<file path="config.mk">
export PLATFORM = sky130hd
export DESIGN_NAME = alu_seq
export DESIGN_NICKNAME = d
export VERILOG_FILES = /design/src/rtl/alu_pkg.sv /design/src/rtl/alu_core.sv /design/src/rtl/alu_seq.sv
export SDC_FILE = /design/constraint.sdc
export NUM_CORES = 1
export LEC_CHECK = 0
export ABC_CLOCK_PERIOD_IN_PS = 950
export CAP_MARGIN = 10
export CELL_PAD_IN_SITES_DETAIL_PLACEMENT = 1
export CELL_PAD_IN_SITES_GLOBAL_PLACEMENT = 2
export CORE_ASPECT_RATIO = 0.6
export CORE_MARGIN = 2
export CORE_UTILIZATION = 30
export CTS_CLUSTER_SIZE = 28
export DETAILED_ROUTE_END_ITERATION = 8
export MAX_ROUTING_LAYER = met4
export PLACE_DENSITY = 0.81
export SETUP_SLACK_MARGIN = 0.05
export SLEW_MARGIN = 15
export SYNTH_ARGS = -nofsm -noshare
export SYNTH_HDL_FRONTEND = slang
export SYNTH_HIERARCHICAL = 1
export SYNTH_SLANG_ARGS = --single-unit
</file>
<file path="constraint.sdc">
create_clock -name clk -period 0.95 [get_ports clk]
set_input_delay 0.19 -clock clk [delete_from_list [all_inputs] [get_ports clk]]
set_output_delay 0.19 -clock clk [all_outputs]
set_load 0.01 [all_outputs]
</file>
<file path="src/rtl/alu_pkg.sv">
// alu_pkg: shared definitions for the alu_seq slice.
//   - op-code encodings (OP_ADD .. OP_ASR)
//   - bit positions inside the flags word {P, C, S, Z}
//   - state encoding of the multiply sequencer
package alu_pkg;

    localparam logic [3:0] OP_ADD = 4'b0000;
    localparam logic [3:0] OP_SUB = 4'b0001;
    localparam logic [3:0] OP_AND = 4'b0010;
    localparam logic [3:0] OP_OR  = 4'b0011;
    localparam logic [3:0] OP_XOR = 4'b0100;
    localparam logic [3:0] OP_NOT = 4'b0101;
    localparam logic [3:0] OP_INC = 4'b0110;
    localparam logic [3:0] OP_DEC = 4'b0111;
    localparam logic [3:0] OP_RAL = 4'b1000;
    localparam logic [3:0] OP_RAR = 4'b1001;
    localparam logic [3:0] OP_PSA = 4'b1010;
    localparam logic [3:0] OP_PSB = 4'b1011;
    localparam logic [3:0] OP_MUL = 4'b1100;
    localparam logic [3:0] OP_SHL = 4'b1101;
    localparam logic [3:0] OP_SHR = 4'b1110;
    localparam logic [3:0] OP_ASR = 4'b1111;

    localparam int FLG_Z = 0;
    localparam int FLG_S = 1;
    localparam int FLG_C = 2;
    localparam int FLG_P = 3;

    typedef enum logic {
        ST_IDLE = 1'b0,
        ST_MUL  = 1'b1
    } state_t;

endpackage

</file>
<file path="src/rtl/alu_core.sv">
// alu_core: combinational datapath for every single-cycle ALU operation.
// Ports:
//   op   [3:0]       operation code (alu_pkg::OP_*)
//   a, b [WIDTH-1:0] operands; b[SHW-1:0] is the shift amount
//   cin              carry/borrow in
//   res  [WIDTH:0]   {cout, result}; zero for OP_MUL (the multiplier lives in alu_seq)
module alu_core #(
    parameter int WIDTH = 8,
    parameter int SHW   = $clog2(WIDTH)
) (
    input  logic [3:0]       op,
    input  logic [WIDTH-1:0] a,
    input  logic [WIDTH-1:0] b,
    input  logic             cin,
    output logic [WIDTH:0]   res
);
    import alu_pkg::*;

    logic [SHW-1:0]      amt;
    logic [WIDTH:0]      one_w;
    logic [WIDTH:0]      cin_w;
    logic [WIDTH:0]      sh;
    logic signed [WIDTH:0] sh_s;

    assign amt   = b[SHW-1:0];
    assign one_w = {{WIDTH{1'b0}}, 1'b1};
    assign cin_w = {{WIDTH{1'b0}}, cin};

    always_comb begin
        res  = '0;
        sh   = '0;
        sh_s = '0;
        case (op)
            // Bit WIDTH of a two's-complement difference is the borrow.
            OP_ADD: res = {1'b0, a} + {1'b0, b} + cin_w;
            OP_SUB: res = {1'b0, a} - {1'b0, b} - cin_w;
            OP_AND: res = {1'b0, a & b};
            OP_OR:  res = {1'b0, a | b};
            OP_XOR: res = {1'b0, a ^ b};
            OP_NOT: res = {1'b0, ~a};
            OP_INC: res = {1'b0, a} + one_w;
            OP_DEC: res = {1'b0, a} - one_w;
            OP_RAL: res = {a, cin};
            OP_RAR: res = {a[0], cin, a[WIDTH-1:1]};
            OP_PSA: res = {1'b0, a};
            OP_PSB: res = {1'b0, b};
            OP_SHL: res = {1'b0, a} << amt;
            // Right shifts run one guard bit below the LSB; whatever lands
            // there is the last bit shifted out (0 when amt is 0).
            OP_SHR: begin
                sh  = {a, 1'b0} >> amt;
                res = {sh[0], sh[WIDTH:1]};
            end
            OP_ASR: begin
                sh_s = $signed({a, 1'b0}) >>> amt;
                sh   = sh_s;
                res  = {sh[0], sh[WIDTH:1]};
            end
            default: res = '0;
        endcase
    end

endmodule

</file>
<file path="src/rtl/alu_seq.sv">
// alu_seq: registered ALU with valid/ready request handshake and a flags
// word {P, C, S, Z} registered alongside every result.
// Optional feature macro: ALU_MUL_EN builds the iterative shift-add
// multiplier and its MUL state; without it op 1100 returns zero in one cycle
// and in_ready is constantly 1.
// Ports:
//   clk, rst          clock, asynchronous active-high reset
//   in_valid/in_ready request handshake (accept when both high)
//   op, a, b, cin     operation and operands, captured at the accept edge
//   out_valid         one-cycle pulse when out/out_hi/cout/flags update
//   out, out_hi       result (low half, high half of MUL product)
//   cout              carry/borrow/shift-out
//   flags             {P, C, S, Z} derived from the registered result
module alu_seq #(
    parameter int WIDTH = 8,
    parameter int SHW   = $clog2(WIDTH)
) (
    input  logic             clk,
    input  logic             rst,
    input  logic             in_valid,
    output logic             in_ready,
    input  logic [3:0]       op,
    input  logic [WIDTH-1:0] a,
    input  logic [WIDTH-1:0] b,
    input  logic             cin,
    output logic             out_valid,
    output logic [WIDTH-1:0] out,
    output logic [WIDTH-1:0] out_hi,
    output logic             cout,
    output logic [3:0]       flags
);
    import alu_pkg::*;

    function automatic logic [3:0] make_flags(input logic [WIDTH-1:0] lo,
                                              input logic [WIDTH-1:0] hi,
                                              input logic c,
                                              input logic s);
        logic [3:0] f;
        f        = '0;
        f[FLG_Z] = ({hi, lo} == '0);
        f[FLG_S] = s;
        f[FLG_C] = c;
        f[FLG_P] = ~^lo;
        return f;
    endfunction

    logic             accept;
    logic [WIDTH:0]   core_res;
    logic             load;
    logic [WIDTH-1:0] nxt_lo;
    logic [WIDTH-1:0] nxt_hi;
    logic             nxt_c;
    logic             nxt_s;

    assign accept = in_valid && in_ready;

    alu_core #(.WIDTH(WIDTH), .SHW(SHW)) u_core (
        .op  (op),
        .a   (a),
        .b   (b),
        .cin (cin),
        .res (core_res)
    );

`ifdef ALU_MUL_EN
    localparam int CW = (WIDTH > 1) ? $clog2(WIDTH) : 1;

    state_t               state_p1, state_d;
    logic [CW-1:0]        cnt_p1;
    logic [2*WIDTH-1:0]   prod_p1;
    logic [WIDTH-1:0]     mcand_p1;
    logic [WIDTH:0]       mul_sum;
    logic [2*WIDTH-1:0]   prod_nxt;
    logic                 mul_last;

    // One shift-add step: conditionally add the multiplicand into the upper
    // half, then shift the whole product register right; the multiplier
    // bits drain out of the bottom as the product fills in from the top.
    assign mul_sum  = {1'b0, prod_p1[2*WIDTH-1:WIDTH]}
                    + (prod_p1[0] ? {1'b0, mcand_p1} : '0);
    assign prod_nxt = {mul_sum, prod_p1[WIDTH-1:1]};

    always_ff @(posedge clk or posedge rst) begin
        if (rst) begin
            state_p1 <= ST_IDLE;
            cnt_p1   <= '0;
        end else begin
            state_p1 <= state_d;
            if (state_p1 == ST_MUL) cnt_p1 <= cnt_p1 + 1'b1;
            else                    cnt_p1 <= '0;
        end
    end

    always_comb begin
        state_d  = state_p1;
        in_ready = (state_p1 == ST_IDLE);
        mul_last = 1'b0;
        case (state_p1)
            ST_IDLE: if (accept && op == OP_MUL) state_d = ST_MUL;
            ST_MUL: begin
                if (cnt_p1 == CW'(WIDTH - 1)) begin
                    mul_last = 1'b1;
                    state_d  = ST_IDLE;
                end
            end
            default: state_d = ST_IDLE;
        endcase
    end

    // Multiplier working registers: pure datapath, no reset needed since
    // they are always loaded at accept before being used.
    always_ff @(posedge clk) begin
        if (accept && op == OP_MUL) begin
            prod_p1  <= {{WIDTH{1'b0}}, b};
            mcand_p1 <= a;
        end else if (state_p1 == ST_MUL) begin
            prod_p1  <= prod_nxt;
        end
    end

    always_comb begin
        load   = accept && (op != OP_MUL);
        nxt_lo = core_res[WIDTH-1:0];
        nxt_hi = '0;
        nxt_c  = core_res[WIDTH];
        nxt_s  = core_res[WIDTH-1];
        if (mul_last) begin
            load   = 1'b1;
            nxt_lo = prod_nxt[WIDTH-1:0];
            nxt_hi = prod_nxt[2*WIDTH-1:WIDTH];
            nxt_c  = (prod_nxt[2*WIDTH-1:WIDTH] != '0);
            nxt_s  = prod_nxt[2*WIDTH-1];
        end
    end
`else
    assign in_ready = 1'b1;

    // alu_core yields zero for op 1100, giving the fixed Z=1/P=1 result.
    always_comb begin
        load   = accept;
        nxt_lo = core_res[WIDTH-1:0];
        nxt_hi = '0;
        nxt_c  = core_res[WIDTH];
        nxt_s  = core_res[WIDTH-1];
    end
`endif

    // Output stage: result, carry and flags registered together.
    always_ff @(posedge clk or posedge rst) begin
        if (rst) begin
            out_valid <= 1'b0;
            out       <= '0;
            out_hi    <= '0;
            cout      <= 1'b0;
            flags     <= '0;
        end else begin
            out_valid <= load;
            if (load) begin
                out    <= nxt_lo;
                out_hi <= nxt_hi;
                cout   <= nxt_c;
                flags  <= make_flags(nxt_lo, nxt_hi, nxt_c, nxt_s);
            end
        end
    end

endmodule

</file>
After elaboration in Yosys (flattened, before gate mapping)
Index checks and enable logic that the tools add are counted.
- $add $sub $neg: 6
- multipliers: 0
- div/mod/pow operators: 0
- magnitude comparators: 0
- equal/unequal tests: 14
- shifts and indexed selects: 3
- mux-type cells: 1
- bitwise gates (word level): 4
- reduce and logical (&&, ||, !) cells: 3
- operator list (kind ; count):
    $pmux W9 S15 ; 1
    $eq A4 B4 Y1 const B ; 7
    $eq A4 B3 Y1 const B ; 4
    $logic_not A16 Y1 ; 1
    $add A8 B1 Y9 const B ; 1
    $add A8 B8 Y9 ; 1
    $add A9 B1 Y9 ; 1
    $shl A8 B3 Y9 ; 1
    $shr A9 B3 Y9 ; 1
    $sshr A9 B3 Y9 ; 1
    $sub A8 B1 Y9 const B ; 1
    $sub A8 B8 Y9 ; 1
    $sub A9 B1 Y9 ; 1
    $and A8 B8 Y8 ; 1
    $eq A4 B2 Y1 const B ; 2
    $not A8 Y8 ; 1
    $or A8 B8 Y8 ; 1
    $reduce_xnor A8 Y1 ; 1
    $xor A8 B8 Y8 ; 1
    $eq A4 B1 Y1 const B ; 1
    $logic_not A4 Y1 ; 1
- flip-flop bits (word level): 14
- bits in latches: 0
- memory bits (writable): 0
- memory bits (read-only): 0
- input bits: 24
- output and inout port bits: 23
- word-level logic and storage cells: 35
- memories: 0

Depth between registers and ports, before layout
- depth after elaboration: 4
- depth in mapped cells: 16
- mapped depth without buffers: 15

By module
The synthesis kept the hierarchy.
- modules (own cells, without submodules) (module ; instances ; cells each ; area an instance (um^2) ; sequential area each (um^2)):
    alu_core ; 1 ; 382 ; 2793.9 ; 0.0
    alu_seq ; 1 ; 55 ; 641.9 ; 300.3

Worst setup path before layout
OpenSTA, ideal clock, no wires.
- path type: input -> register
- start point: in b[0]
- end point: reg flags[3]
- library setup time: 0.125 ns
- arrival: 3.326 ns
- setup slack: -2.501 ns
- cell stages on the path: 16
- path through: buf_2 -> buf_2 -> inv_1 -> fa_1 -> ha_1 -> a211oi_1 -> o21ai_0 -> a31oi_1 -> xnor2_1 -> a211oi_1 -> o211ai_1 -> inv_1 -> ha_1 -> xnor2_1 -> xnor2_1 -> mux2_4
- word-level cells in the longest chain between the ends: 4
- RTL lines (element ; RTL line ; source):
    start, declared ; alu_seq.sv:24 ; input logic [WIDTH-1:0] b,
    $sub A8 B8 Y9 / $add A8 B8 Y9 (equally long branches) ; alu_core.sv:36, alu_core.sv:35 ;
    $sub A9 B1 Y9 / $add A9 B1 Y9 (equally long branches) ; alu_core.sv:36, alu_core.sv:35 ;
    $pmux W9 S15 (*) ; alu_core.sv:33 ; case (op)
    named net core_res[7] ; alu_seq.sv:48 ; logic [WIDTH:0] core_res;
    $reduce_xnor A8 Y1 (*) ; alu_seq.sv:43 ; f[FLG_P] = ~^lo;
    end signal, assigned ; alu_seq.sv:162 ; flags <= make_flags(nxt_lo, nxt_hi, nxt_c, nxt_s);
    end, declared ; alu_seq.sv:30 ; output logic [3:0] flags
The timed path passes the listed nets; every way through them passes the cells marked *.
A chain may end at the register's enable or synchronous reset.

Final worst setup path
- start point: in cin
- end point: reg flags[3]
- word-level cells in the longest chain between the ends: 3
- RTL lines (element ; RTL line ; source):
    start, declared ; alu_seq.sv:25 ; input logic cin,
    $sub A9 B1 Y9 / $add A9 B1 Y9 (equally long branches) ; alu_core.sv:36, alu_core.sv:35 ;
    $pmux W9 S15 (*) ; alu_core.sv:33 ;
    named net core_res[2] ; alu_seq.sv:48 ;
    $reduce_xnor A8 Y1 (*) ; alu_seq.sv:43 ;
Marked as above.

==> results.py <==
metrics = {
    "outcome": {
        "outcome": "finished, violations left",
        "violations": "negative setup slack",
    },
    "pwr": {
        "p_switching_mw": 2.19,
        "swShare_pct": 41.0,
        "p_comb_share_pct": 72.8,
        "powerDensity_nw_per_um2": 939,
        "power_frac_clock_pct": 14.5,
        "total_power_mw": 5.34,
        "p_seq_share_pct": 12.7,
        "power.leakage_nw": 2.53,
        "ir_worst_vdd_mv": 0.669,
        "p_int_mw": 3.15,
    },
    "setup_path": {
        "cp.buffers_inverters": 5,
        "max_stage_delay_ns": 0.43,
        "start_kind": "primary input",
        "r2r_slack_ns": 0.03,
        "rr_endpoint": "flags[2]",
        "cpLargestDelayFamily": "adder cells",
        "cp_data_arrival_time_ns": 2.99,
        "r2r_cells": 2,
        "worst-endpoint-required_ns": 1.07,
        "regToRegStartpoint": "flags[2]",
        "crit_slowest_cell": "fa_2",
        "crit_fanout": 3,
        "crit_type": "in2reg",
        "path_cells": "buf_8 -> buf_6 -> fa_2 -> inv_2 -> fa_2 -> buf_4 -> o311ai_4 -> o221a_2 -> o221ai_2 -> or3_4 -> inv_2 -> ha_4 -> xnor2_2 -> xnor2_1 -> mux2_4",
        "cp-end-kind": "register",
    },
    "clock_tree": {
        "clkTransAtPathRegs_ns": 0.04,
        "cts_tree": "yes",
        "clock_latency_ns": 0.24,
        "clockBufferDepth": 2,
        "cts_made_buffers": 3,
        "cts_max_level": 1,
        "clock_sink_count": 12,
        "cts_root_buffer": "clkbuf_16",
        "hold_buffers": 0,
    },
    "yosys": {
        "ys.flop_type": "dfrtp_1",
        "yosysTopAreaCell": "ha_1",
        "synthCells": 437,
        "synth_edf_count": 0,
        "ys_ff_latch": 12,
        "avgSynthCellArea_um2": 7.86,
        "yosys_warnings": 6,
        "synthArstFlopShare_pct": 100,
        "synth.distinct_cells": 68,
        "synth_top_area_share_pct": 13.1,
        "synth_area_leaders": "ha_1 13%, dfrtp_1 8.7%, mux4_2 7.9%",
        "seq_area_frac_synth_pct": 8.74,
        "syn_area_um2": 3440,
    },
    "run": {
        "maxCapViolCount": 0,
    },
    "floorplan": {
        "core-area_um2": 11200,
        "num_rows": 30,
        "fp.dieW_um": 142,
        "dieArea_um2": 12400,
        "ios": 47,
        "initial_core_util_pct": 30.6,
        "die_height_um": 86.9,
    },
    "cells_and_area": {
        "layout_common_cells": "141 x buf_4, 29 x nor2_1, 23 x nand2_1",
        "mostFrequentLayoutCell": "buf_4",
        "area_delta_synth_final_pct": 65.4,
        "final_area_um2": 5680,
        "layout.nets": 666,
        "layout-drive-gt1-share_pct": 51.5,
        "antennaDiodeCount": 0,
    },
    "placement": {
        "dpl-instance-area_um2": 4870,
        "place_congestion": 0.991,
        "detailed_place_hpwl_um": 13300,
        "portBuffers": 37,
        "dp_slack_ns": -2.80,
    },
    "routing": {
        "wl_per_cell_um": 23.9,
        "drtIter0Drc": 320,
        "vias_per_cell": 5.73,
        "drt-total-wl_um": 17800,
        "num_vias": 4266,
        "antenna_left": 0,
        "drc": 0,
        "firstDrtPassIters": 4,
    },
    "global_route": {
        "grt_pass1_vias": 4545,
        "globalRouteTotalUtil_pct": 29.4,
        "grt_pass1_wl_um": 26400,
        "overflow": 0,
        "grt_max_degree": 24,
        "antenna_found_initial": 0,
    },
    "sta": {
        "fmax_mhz": 348,
        "tns_ns": -16.63,
        "finalMaxSlewViolations": 0,
        "tightest_slew_ns": 0.622,
        "rsz0062_at_grt": "yes",
        "timing.final.ws_setup_ns": -1.92,
        "finalClockSkew_ns": 0,
        "finalSetupViolCount": 18,
        "period_share_pct": 302,
        "hold_violations": 0,
        "relSlewSlack_pct": 58.2,
        "fin_crit_ns": 2.87,
    },
    "worst_hold_path": {
        "hp-class": "in2async",
    },
}
registers in the layout, summed over array words and instances, names as in the netlist:
signal	cells
flags	4
out_valid	1
out	7
routing by layer:
metal  vias to the layer above  routed length [µm]  GRT usage, %
met3                        24                1520          5.28
met1                      2149                8070          40.2
met2                       176                7980          46.1
met5                         -                   0             -
met4                         0                 221          5.18
li1                       1917                   -             -
cell type report:
class,count,area (µm²)
clock buffer,3,75.1
fill,1305,5540
inverter,38,158
multi-input combinational,348,3330
sequential,12,300
tap,144,180
timing repair buffer,199,1640
worst reg2reg max path, stage by stage (launching register included):
cell and delay [ns]:
dfrtp_1 0.40, buf_4 0.14, mux2_4 0.26
kinds of logic (layout without fill, tap and decap cells):
family / count (synthesis) / after routing / synth area share, %
flops: 12 / 12 / 8.74
fa+ha+maj: 40 / 40 / 15.4
other cells: 2 / 9 / 0.219
mux: 40 / 40 / 16.6
compound gates: 111 / 111 / 23.0
simple gates: 128 / 128 / 19.4
xor+xnor: 20 / 20 / 5.10
buf+inv: 84 / 240 / 11.5
cells in the mapped netlist (3+ instances only):
cell type  count
ha_1          36
inv_1         34
a32oi_1        3
nand3_1        9
nand4_1        8
and3_1         5
buf_2         17
xor2_1         5
xnor2_1       15
or3_1          3
buf_4         12
nor2b_1        7
dfrtp_1       12
a22oi_1        5
mux2_2        11
a21o_1         5
o22ai_1        7
nor3_1        19
a21oi_1       24
nor2_1        30
o211ai_1       5
buf_1          3
mux2i_1       16
a221o_1        3
nand2_1       25
fa_1           4
mux4_2        12
o21ai_0       16
a221oi_1       3
nand2b_1       7
nor4_1         4
a31oi_1        6
clkbuf_1      12
a211oi_1       7
how the worst max path moves through the flow:
stage	slack [ns]	cells past startpoint	endpoint	from
global placement	-2.67	16	flags[3]	b[0]
finish	-1.92	15	flags[3]	cin
floorplan	-2.06	16	flags[3]	b[0]
detailed placement	-2.80	16	flags[3]	b[0]
CTS	-1.88	17	flags[3]	cin
global route	-1.99	15	flags[3]	cin
stage by stage:
step	util [%]	instances	hold slack, ns
finish	50.6	744	0.288
global route	50.6	744	0.292
CTS	48.9	736	0.281
detailed placement	43.4	708	0.496
global placement	43.4	708	0.485
floorplan	-	444	0.0547
power by group through the flow:
stage / Sequential, mW / Combinational [mW] / Clock, mW
floorplan: 0.725 / 1.67 / 0
global placement: 0.676 / 2.98 / 0
detailed placement: 0.683 / 3.08 / 0
CTS: 0.673 / 3.58 / 0.785
global route: 0.688 / 4.10 / 0.813
finish: 0.680 / 3.88 / 0.774
timing repair:
action / CTS / global route
pin swaps: 54 / 26
setup buffers: 28 / 9
setup endpoints to repair: 25 / 25
resized for setup: 199 / 31
cloned: 0 / 0
Note: power is estimated with default switching activity, not from simulation.
==> variant, RTL diff (same settings) <==
Remove the case item `OP_SHR` of the case on `op`.
--- a/src/rtl/alu_core.sv
+++ b/src/rtl/alu_core.sv
@@ -47,10 +47,6 @@
             OP_SHL: res = {1'b0, a} << amt;
             // Right shifts run one guard bit below the LSB; whatever lands
             // there is the last bit shifted out (0 when amt is 0).
-            OP_SHR: begin
-                sh  = {a, 1'b0} >> amt;
-                res = {sh[0], sh[WIDTH:1]};
-            end
             OP_ASR: begin
                 sh_s = $signed({a, 1'b0}) >>> amt;
                 sh   = sh_s;
Check against the original RTL: not equivalent (a bounded check fails within 4 cycles, from zero or initial values and one cycle with rst high).
==> variant against the unedited design <==
The run still ends with setup timing left; critical path type unchanged; highest routed layer unchanged; power about the same; non-clock buffer count is 4 lower; largest power group unchanged; worst setup slack got worse by 0.066 ns; area after synthesis is 5.2% lower; routed wire length fell by 4.4%; utilization up 0.79 points; sequential cell count did not move; final area decreased by 4.4%.
==> variant: results (changes against the unedited design) <==
[run_status]
status=finished with violations
violations=setup timing

[logic_synthesis]
synth_compound_area_frac=0.2309  ; +0.0007345
synthMuxAreaShare=0.1621  ; -0.003575
yosysSeqAreaShare=0.09220  ; +0.004801
yosysUniqueCellTypes=59  ; -13%
synth_xor_area_frac=0.05647  ; +0.005490
synthTopCellsByCount=40 x inv_1, 36 x ha_1, 36 x nor2_1

[power]
leakage_nw=2.429  ; -3.9%
irDropWorstVdd_mv=0.7108  ; +6.2%

[placement]
placed_area_um2=4761  ; -2.3%
dp_hpwl_mm=12.77  ; -4.4%
place_inst=698  ; -1.4%

[critical_path]
ff2ff_path_depth=3  ; +1
worstPathArrival_ns=3.06  ; +0.07 ns
crit_path_start=b[0]

[detailed_routing]
drt_iter0_drc=408  ; +28%
wl_mm=17.01  ; -4.4%
vias=4192  ; -1.7%
firstDrtPassIters=5  ; +1

[finish]
finalNetCount=652  ; -2.1%
n_fill_cell=1255  ; -3.8%

[sta]
setup_viol=19  ; +1
worst_slack_ns=-1.987  ; -0.06600 ns

[global_route]
grt_pass1_wl_mm=25.81  ; -2.4%
grt.total_usage=0.2956  ; +0.002137

## variant: timing repair
item / CTS / global route
gates resized for setup: 178 / 30
hold buffers: 0 / 0
buffers inserted: 21 / 6
pin swaps: 36 / 29
endpoints found under the hold margin: 0 / 0
endpoints found under the setup margin: 25 / 25
## variant: stage by stage
step / worst slack [ns] / util
after global routing: -2.080 / 0.5143
after global placement: -2.741 / 0.4509
final: -1.987 / 0.5143
after CTS: -2.066 / 0.5054
after floorplan: -2.048 / -
after detailed placement: -2.791 / 0.4509
## variant: area by class of cell
cell class	count	share of cell area
clock buffer	4	0.01636
inverter	42	0.03134
multi-input combinational	334	0.5742
sequential	12	0.05530
tap	139	0.03203
timing repair buffer	195	0.2908
## variant: final timing paths
kind,to
setup / recovery,flags[3]
hold / removal,out[3]
setup reg to reg,flags[2]
hold reg to reg,out[6]
max in group asynchronous,flags[3]
min in group clk,out[6]
## variant: cells by family (layout without fill, tap and decap cells)
family	count (synthesis)	in the layout
and+or+nand+nor	117	117
AOI/OAI and AO/OA	111	111
buffers and inverters	84	241
adders and majority gates	40	40
muxes	36	36
xor gates and xnor gates	21	21
DFF	12	12
other	2	9
## variant: layer usage
metal	routed length, um	track usage
met1	7761	0.4178
met2	7161	0.4257
met3	1858	0.07815
met4	230	0.05380
met5	0	-
## variant: worst max-delay path, stage by stage
cell	delay [ns]
buf_12	0.10
inv_8	0.03
fa_2	0.42
buf_6	0.14
ha_4	0.22
a211oi_4	0.27
buf_4	0.16
xor2_2	0.17
o22ai_2	0.10
a211oi_2	0.24
o211ai_1	0.17
inv_1	0.12
ha_4	0.21
xnor2_2	0.14
xnor2_1	0.13
mux2_4	0.25
## variant: report_power, final
| group | internal, mW | total (mW) | switching [mW] |
|---|---|---|---|
| Combinational | 1.96 | 3.79 | 1.82 |
| Clock | 0.637 | 0.879 | 0.242 |
| Sequential | 0.616 | 0.672 | 0.0558 |
| Total | 3.22 | 5.34 | 2.12 |
